### src/rtl/etm_error_monitor_pkg.sv
// Shared definitions for the ETM error monitor: default widths and FSM states.
package etm_error_monitor_pkg;

  localparam int WIDTH_DEF = 16;

  typedef enum logic [1:0] {
    IDLE  = 2'd0,
    RUN   = 2'd1,
    DRAIN = 2'd2,
    DONE  = 2'd3
  } etm_state_e;

  function automatic int prod_w(input int width);
    return 2 * width;
  endfunction

  localparam int PROD_W_DEF = prod_w(WIDTH_DEF);

endpackage

### src/rtl/etm_err_dist.sv
// Three-stage error-distance pipeline: register operands, exact product, |exact - approx|.
module etm_err_dist
  import etm_error_monitor_pkg::*;
#(
  parameter int WIDTH  = WIDTH_DEF,
  parameter int PROD_W = PROD_W_DEF
) (
  input  logic              clk,
  input  logic              rst_n,
  input  logic              flush,
  input  logic              in_v,
  input  logic [WIDTH-1:0]  a,
  input  logic [WIDTH-1:0]  b,
  input  logic [PROD_W-1:0] c_approx,
  output logic              out_v,
  output logic [PROD_W-1:0] ed,
  output logic              busy
);

  logic              vld_p0, vld_p1, vld_p2;
  logic [WIDTH-1:0]  a_p0, b_p0;
  logic [PROD_W-1:0] c_p0, c_p1, exact_p1, ed_p2;
  logic signed [PROD_W:0] diff_p1;

  // Magnitude of the signed difference always fits in PROD_W bits.
  function automatic logic [PROD_W-1:0] abs_diff(input logic signed [PROD_W:0] d);
    logic signed [PROD_W:0] m;
    m = d[PROD_W] ? -d : d;
    return m[PROD_W-1:0];
  endfunction

  always_comb diff_p1 = $signed({1'b0, exact_p1}) - $signed({1'b0, c_p1});

  always_ff @(posedge clk or negedge rst_n) begin
    if (!rst_n) begin
      vld_p0 <= 1'b0;
      vld_p1 <= 1'b0;
      vld_p2 <= 1'b0;
    end else if (flush) begin
      vld_p0 <= 1'b0;
      vld_p1 <= 1'b0;
      vld_p2 <= 1'b0;
    end else begin
      vld_p0 <= in_v;
      vld_p1 <= vld_p0;
      vld_p2 <= vld_p1;
    end
  end

  always_ff @(posedge clk) begin
    // S1: capture operands and approximate product
    if (in_v) begin
      a_p0 <= a;
      b_p0 <= b;
      c_p0 <= c_approx;
    end
    // S2: exact unsigned product
    if (vld_p0) begin
      exact_p1 <= PROD_W'(a_p0) * PROD_W'(b_p0);
      c_p1     <= c_p0;
    end
    // S3: absolute error distance
    if (vld_p1) ed_p2 <= abs_diff(diff_p1);
  end

  assign out_v = vld_p2;
  assign ed    = ed_p2;
  assign busy  = vld_p0 | vld_p1 | vld_p2;

endmodule

### src/rtl/etm_error_monitor.sv
// Windowed on-chip error statistics for the approximate ETM multiplier output.
module etm_error_monitor
  import etm_error_monitor_pkg::*;
#(
  parameter int WIDTH  = WIDTH_DEF,
  parameter int WINDOW = 1000,
  parameter int SUM_W  = 48,
  parameter int CNT_W  = 16
) (
  input  logic                 clk,
  input  logic                 rst_n,
  input  logic                 start,
  input  logic                 clear,
  input  logic                 in_valid,
  output logic                 in_ready,
  input  logic [WIDTH-1:0]     a,
  input  logic [WIDTH-1:0]     b,
  input  logic [2*WIDTH-1:0]   c_approx,
  output logic                 stat_valid,
  output logic                 win_done,
  output logic [SUM_W-1:0]     stat_sum_ed,
  output logic [2*WIDTH-1:0]   stat_max_ed,
  output logic [CNT_W-1:0]     stat_mismatch,
  output logic [CNT_W-1:0]     stat_samples
);

  localparam int PROD_W = prod_w(WIDTH);
  localparam int ACC_W  = $clog2(WINDOW + 1);

  etm_state_e        state;
  logic [ACC_W-1:0]  acc_cnt;
  logic              accept, ed_v, pipe_busy, stats_zero;
  logic [PROD_W-1:0] ed;

  // Assumes SUM_W >= PROD_W so an ED always fits the accumulator.
  function automatic logic [SUM_W-1:0] sat_add_sum(input logic [SUM_W-1:0] acc,
                                                    input logic [PROD_W-1:0] inc);
    logic [SUM_W:0] s;
    s = {1'b0, acc} + {{(SUM_W + 1 - PROD_W){1'b0}}, inc};
    return s[SUM_W] ? {SUM_W{1'b1}} : s[SUM_W-1:0];
  endfunction

  function automatic logic [CNT_W-1:0] sat_inc(input logic [CNT_W-1:0] cnt, input logic en);
    return (en && cnt != {CNT_W{1'b1}}) ? cnt + 1'b1 : cnt;
  endfunction

  assign accept     = in_valid & in_ready;
  assign stats_zero = clear | (start & (state == IDLE || state == DONE));

  etm_err_dist #(.WIDTH(WIDTH), .PROD_W(PROD_W)) u_err_dist (
    .clk      (clk),
    .rst_n    (rst_n),
    .flush    (clear),
    .in_v     (accept),
    .a        (a),
    .b        (b),
    .c_approx (c_approx),
    .out_v    (ed_v),
    .ed       (ed),
    .busy     (pipe_busy)
  );

  always_ff @(posedge clk or negedge rst_n) begin
    if (!rst_n) begin
      state      <= IDLE;
      acc_cnt    <= '0;
      in_ready   <= 1'b0;
      stat_valid <= 1'b0;
      win_done   <= 1'b0;
    end else begin
      win_done <= 1'b0;
      if (clear) begin
        state      <= IDLE;
        acc_cnt    <= '0;
        in_ready   <= 1'b0;
        stat_valid <= 1'b0;
      end else begin
        case (state)
          IDLE: if (start) begin
            acc_cnt  <= '0;
            in_ready <= 1'b1;
            state    <= RUN;
          end
          RUN: if (accept) begin
            acc_cnt <= acc_cnt + 1'b1;
            if (acc_cnt == ACC_W'(WINDOW - 1)) begin
              in_ready <= 1'b0;
              state    <= DRAIN;
            end
          end
          DRAIN: if (!pipe_busy) begin
            stat_valid <= 1'b1;
            win_done   <= 1'b1;
            state      <= DONE;
          end
          DONE: if (start) begin
            acc_cnt    <= '0;
            stat_valid <= 1'b0;
            in_ready   <= 1'b1;
            state      <= RUN;
          end
          default: state <= IDLE;
        endcase
      end
    end
  end

  // Accumulate stage: zeroing (clear or a window start) overrides any ED in flight.
  always_ff @(posedge clk or negedge rst_n) begin
    if (!rst_n) begin
      stat_sum_ed   <= '0;
      stat_max_ed   <= '0;
      stat_mismatch <= '0;
      stat_samples  <= '0;
    end else if (stats_zero) begin
      stat_sum_ed   <= '0;
      stat_max_ed   <= '0;
      stat_mismatch <= '0;
      stat_samples  <= '0;
    end else if (ed_v) begin
      stat_sum_ed   <= sat_add_sum(stat_sum_ed, ed);
      if (ed > stat_max_ed) stat_max_ed <= ed;
      stat_mismatch <= sat_inc(stat_mismatch, ed != '0);
      stat_samples  <= sat_inc(stat_samples, 1'b1);
    end
  end

endmodule

### config.mk
export PLATFORM = sky130hd
export DESIGN_NAME = etm_error_monitor
export DESIGN_NICKNAME = d
export VERILOG_FILES = /design/src/rtl/etm_error_monitor_pkg.sv /design/src/rtl/etm_err_dist.sv /design/src/rtl/etm_error_monitor.sv
export SDC_FILE = /design/constraint.sdc
export NUM_CORES = 1
export LEC_CHECK = 0
export CORE_AREA = 2 2 196 198
export CTS_BUF_LIST = sky130_fd_sc_hd__clkbuf_4 sky130_fd_sc_hd__clkbuf_8 sky130_fd_sc_hd__clkbuf_16
export DETAILED_ROUTE_END_ITERATION = 10
export DIE_AREA = 0 0 198 200
export PLACE_DENSITY = 0.87
export SETUP_SLACK_MARGIN = 0.4
export SLEW_MARGIN = 20
export SYNTH_ARGS = -nofsm -noshare
export SYNTH_HDL_FRONTEND = slang
export SYNTH_SLANG_ARGS = --single-unit
### constraint.sdc
create_clock -name clk -period 11.8 [get_ports clk]
set_input_delay 2.36 -clock clk [delete_from_list [all_inputs] [get_ports clk]]
set_output_delay 2.36 -clock clk [all_outputs]
set_load 0.05 [all_outputs]
# Word-level counts from Yosys, hierarchy flattened
# Cells that the tools add are included.
[word_totals] reg_bits=290 inputBits=69 out_inout_bits=115 word_cells=98
[op_classes] addsub=6 n_mul=1 order_cmp=1 n_eq_ne=11 muxes=38 bitwise=5 n_reduce_logical=18
[ops] operator="48-bit 2-to-1 mux" n=3
[ops] operator="32-bit 2-to-1 mux" n=4
[ops] operator="16-bit 2-to-1 mux" n=6
[ops] operator="48-bit by 32-bit adder with 49-bit output" n=1
[ops] operator="32-bit by 32-bit subtractor with 33-bit output" n=1
[ops] operator="16-bit by 1-bit adder with 16-bit output, second input constant" n=2
[ops] operator="32-bit > comparator" n=1
[ops] operator="16-bit by 16-bit multiplier with 32-bit output" n=1
[ops] operator="16-bit inequality test, second input constant" n=2
[ops] operator="32-bit negation" n=1
[ops] operator="32-bit nonzero test" n=1
[ops] operator="10-bit 2-to-1 mux" n=3
[ops] operator="10-bit case mux with 2 select lines" n=1
[ops] operator="1-bit 2-to-1 mux" n=13
[ops] operator="10-bit by 1-bit adder with 10-bit output, second input constant" n=1
[ops] operator="10-bit equality test, second input constant" n=1
[ops] operator="2-bit 2-to-1 mux" n=5
[ops] operator="3-bit inequality test, second input constant" n=3
[ops] operator="4-bit AND reduction" n=2
[ops] operator="2-bit nonzero test" n=4
[ops] operator="2-bit case mux with 3 select lines" n=1
[ops] operator="2-bit AND reduction" n=3
[ops] operator="3-bit AND reduction" n=2
[ops] operator="3-bit nonzero test" n=2
[ops] operator="11 further kinds" n=16

# Depth between registers and ports, before layout
[logic_depth] ltp_word=6 depth_mapped=25 mapped_depth_nobuf=25

# Modules after synthesis
# A second synthesis with hierarchy kept.
[unflattened] cells_unflattened=2538 hier_area_um2=24631.1
[modules_own_cells] module="etm_err_dist" n_inst=1 cells_per_inst=1552 area_per_inst_um2=15965.3 seq_area_each_um2=4879.7
[modules_own_cells] module="etm_error_monitor" n_inst=1 cells_per_inst=986 area_per_inst_um2=8665.8 seq_area_each_um2=3178.0

# Worst setup path after synthesis
# Ideal clock, no wire load.
[synth_timing] kind="reg-to-reg" startpoint="register u_err_dist.a_p0[5]" endpoint="register u_err_dist.exact_p1[30] (data pin)" setup_time_ns=0.258 arrival_ns=5.882 required_time_ns=11.542 path_slack_ns=5.661 stages_incl_launch_ff=22 n_path_buf=1 period_less_slack_ns=6.139 path_cell_list="edfxtp_1 -> clkbuf_1 -> nand2_1 -> fa_1 -> fa_1 -> inv_1 -> fa_1 -> inv_1 -> fa_1 -> fa_1 -> fa_1 -> inv_1 -> ha_1 -> a21o_1 -> a41oi_1 -> a21oi_1 -> a31oi_1 -> a21oi_1 -> a311oi_1 -> o21ai_0 -> a21oi_1 -> xnor2_1"
[synth_between] elab_chain_cells=1
[synth_rtl] element="start: declaration" line_no="etm_err_dist.sv:21" text="logic [WIDTH-1:0] a_p0, b_p0;"
[synth_rtl] element="start signal: assignment" line_no="etm_err_dist.sv:53" text="a_p0 <= a;"
[synth_rtl] element="16-bit by 16-bit multiplier with 32-bit output" line_no="etm_err_dist.sv:59" text="exact_p1 <= PROD_W'(a_p0) * PROD_W'(b_p0);"
[synth_rtl] element="end signal: assignment" line_no="etm_err_dist.sv:59"
[synth_rtl] element="end: declaration" line_no="etm_err_dist.sv:22" text="logic [PROD_W-1:0] c_p0, c_p1, exact_p1, ed_p2;"
# No other way between the ends.
# A chain may end at the register's enable or synchronous reset.

# Worst setup path after layout
[layout_timing] startpoint="register u_err_dist.a_p0[3]" endpoint="register u_err_dist.exact_p1[30] (data pin)"
# The elaborated chain is that of the path after synthesis.

==> flow_summary.json <==
{
  "multi_input_area_sq_mm": 0.0146,
  "synth_ff_type": "edfxtp_1",
  "place_congestion": 0.956,
  "fp.dieArea_sq_mm": 0.0396,
  "async_flop_share_pct": 44.8,
  "firstDrtPassIters": 6,
  "area_delta_synth_final_pct": 14.6,
  "hold_start": "u_err_dist.c_p0[28]",
  "via_count": 18400,
  "finalCriticalPeriod_ns": 6.99,
  "tns_ns": 0,
  "antenna_found_initial": 0,
  "grt_max_degree": 71,
  "yosys.area.top_type_share_pct": 19.8,
  "ctsResizeCount": 0,
  "grtUsageTotal_pct": 29.5,
  "drv_cap": 0,
  "endpoint_kind": "flip-flop",
  "r2r_slack_ns": 4.81,
  "die_x_microns": 198,
  "r2r-end": "u_err_dist.exact_p1[30]",
  "num_rows": 71,
  "clock_latency_ns": 0.55,
  "grt_pass1_vias": 19000,
  "syn_area_per_cell_sq_um": 9.91,
  "yosysUniqueCellTypes": 82,
  "root_buffer": "clkbuf_16",
  "seq_area_sq_mm": 0.00806,
  "io_pins": 184,
  "syn_nets": 2914,
  "ctsHtreeMaxLevel": 2,
  "drive_above_1_share_pct": 3.82,
  "synthTopCellsByArea": "edfxtp_1, fa_1, dfrtp_1",
  "synth_top_cell_by_area": "edfxtp_1",
  "setup_viol": 0,
  "fill_cells": 2551,
  "finalHoldViolations": 0,
  "period_share_pct": 59.2,
  "worstPathRequired_ns": 12.08,
  "max_freq_ghz": 0.143,
  "gr-total-overflow": 0,
  "hpwl_mm": 43.2,
  "drtIter0Drc": 1219,
  "hold_end": "u_err_dist.c_p1[28]",
  "drc": 0,
  "post_cts_buffers": 0,
  "synth_warnings": 0,
  "synth_seq_cells": 290,
  "grt_pass1_wl_mm": 93.0,
  "reg2reg_from": "u_err_dist.a_p0[3]",
  "port_buffers": 183,
  "reg2regPathDepth": 22,
  "rsz0062_at_grt": "false",
  "vias_per_cell": 5.87,
  "syn_area_sq_mm": 0.0242,
  "hold_class": "reg2reg",
  "slew_viol_final": 0,
  "initial_core_util_pct": 64.7,
  "die_h_microns": 200,
  "cts-buffers-inserted": 34,
  "avgRoutedWirePerCell_microns": 18.2,
  "cts_sinks": 290,
  "cp-start-kind": "flip-flop",
  "ys_seq_area_share_pct": 33.3,
  "min_path_cells": 0,
  "ant_nets": 0,
  "tightest_slew_ns": 1.01,
  "synth-edff-count": 160,
  "totalWireLength_mm": 56.9,
  "arrival_ns": 7.27,
  "antennaDiodeCount": 0,
  "core_sq_mm": 0.0374,
  "run_status": "complete, no violations",
  "cts_buffer_depth": 3,
  "hold_buffers": 0,
  "clock_skew_ns": 0.0224,
  "critical_path_class": "reg2reg",
  "netlist_instances": 2442,
  "cts_tree": "done",
  "final_nets": 3066,
  "cp_max_fo": 16,
  "slew-limit-headroom_pct": 32.0,
  "clk_pin_slew_ns": 0.06
}
-- how the worst max path moves through the flow --
| stage | startpoint | endpoint | depth (start not counted) |
|---|---|---|---|
| 5_1_grt | u_err_dist.a_p0[2] | u_err_dist.exact_p1[30] | 22 |
| 4_1_cts | u_err_dist.a_p0[6] | u_err_dist.exact_p1[27] | 21 |
| 2_1_floorplan | u_err_dist.a_p0[5] | u_err_dist.exact_p1[30] | 21 |
| 3_5_place_dp | u_err_dist.a_p0[2] | u_err_dist.exact_p1[30] | 22 |
| 3_3_place_gp | u_err_dist.a_p0[2] | u_err_dist.exact_p1[30] | 22 |
| 6_report | u_err_dist.a_p0[3] | u_err_dist.exact_p1[30] | 22 |
-- per-stage QoR --
step	hold slack, ns	util (%)	setup WS, ns	cell area (sq um)	instances
after floorplan	0.400	-	5.66	24200	2442
after global placement	0.409	70.7	5.15	26500	3069
after detailed placement	0.405	70.7	4.93	26500	3069
after CTS	0.417	74.2	4.86	27800	3131
after global routing	0.427	74.2	4.44	27800	3131
final	0.418	74.2	4.81	27800	3131
-- final cells by class --
type	count	area share, %
multi-input cells	1735	52.5
inverters	340	4.60
clock buffers	46	3.76
clock inverters	16	0.933
flip-flops and latches	290	29.0
well taps	511	2.30
repair buffers	193	6.86
-- cells in the mapped netlist, types with 4 or more instances --
cell type	n
a211oi_1	6
a21boi_0	6
a21o_1	62
a21oi_1	128
a221oi_1	4
a311oi_1	12
a31oi_1	35
a41oi_1	4
and2_1	131
and3_1	27
and4_1	7
buf_2	5
clkbuf_1	66
dfrtp_1	130
edfxtp_1	160
fa_1	196
ha_1	207
inv_1	339
mux2i_1	38
nand2_1	222
nand2b_1	12
nand3_1	44
nand4_1	25
nor2_1	147
nor2b_1	11
nor3_1	25
nor4_1	10
o2111ai_1	4
o211ai_1	7
o21a_1	23
o21ai_0	93
o21ai_1	11
o21bai_1	13
o311a_1	5
o31a_1	6
o31ai_1	12
or2_2	4
or3_1	10
xnor2_1	82
xor2_1	58
-- worst max-delay path: stages, from the launching register on --
cell and delay (ns):
edfxtp_1 0.64, and2_1 0.27, fa_1 0.55, inv_1 0.06, fa_1 0.54, inv_1 0.05
ha_1 0.30, ha_1 0.33, fa_1 0.54, inv_1 0.06, fa_1 0.54, inv_1 0.05
ha_1 0.34, a211oi_1 0.26, o211ai_1 0.15, a41oi_1 0.31, a21oi_1 0.19, a31oi_1 0.31
a21oi_1 0.21, a311oi_1 0.56, o21ai_0 0.15, a21oi_1 0.23, xnor2_1 0.11
-- sequential cells by signal (all words and copies together), names as in the netlist, 2 cells and up --
register / count
stat_sum_ed: 48
stat_max_ed: 32
u_err_dist.c_p0: 32
u_err_dist.c_p1: 32
u_err_dist.ed: 32
u_err_dist.exact_p1: 32
stat_mismatch: 16
stat_samples: 16
u_err_dist.a_p0: 16
u_err_dist.b_p0: 16
acc_cnt: 10
state: 2
-- cell usage in the layout (no fill, tap or decap), types with 93 or more instances in the layout --
master           Yosys  final
o21ai_0             93     93
ha_1               207    207
a21oi_1            128    126
dfrtp_1            130    128
edfxtp_1           160    160
fa_1               196    196
clkdlybuf4s50_1      0    182
inv_1              339    338
and2_1             131    131
nand2_1            222    222
nor2_1             147    147
-- metal layers --
| layer | wire length, microns | vias up | GRT usage [%] | part of all wire [%] |
|---|---|---|---|---|
| li1 | - | 8571 | - | - |
| met2 | 28000 | 718 | 52.2 | 49 |
| met5 | 0 | - | 0 | 0 |
| met4 | 2350 | 0 | 12.3 | 4.1 |
| met1 | 22900 | 8924 | 36.3 | 40 |
| met3 | 3700 | 178 | 4.49 | 6.5 |
-- logic make-up after synthesis --
logic type                 share of synthesized area, %
AOI/OAI and AO/OA                                  12.5
adders and majority gates                          26.9
muxes                                              1.68
and+or+nand+nor                                    14.0
DFF                                                33.3
buffers and inverters                              6.58
xor gates and xnor gates                           5.07
Power is left out: the tool's default activity adds up to more than one toggle a clock period on the data nets, which glitch-free logic cannot reach.
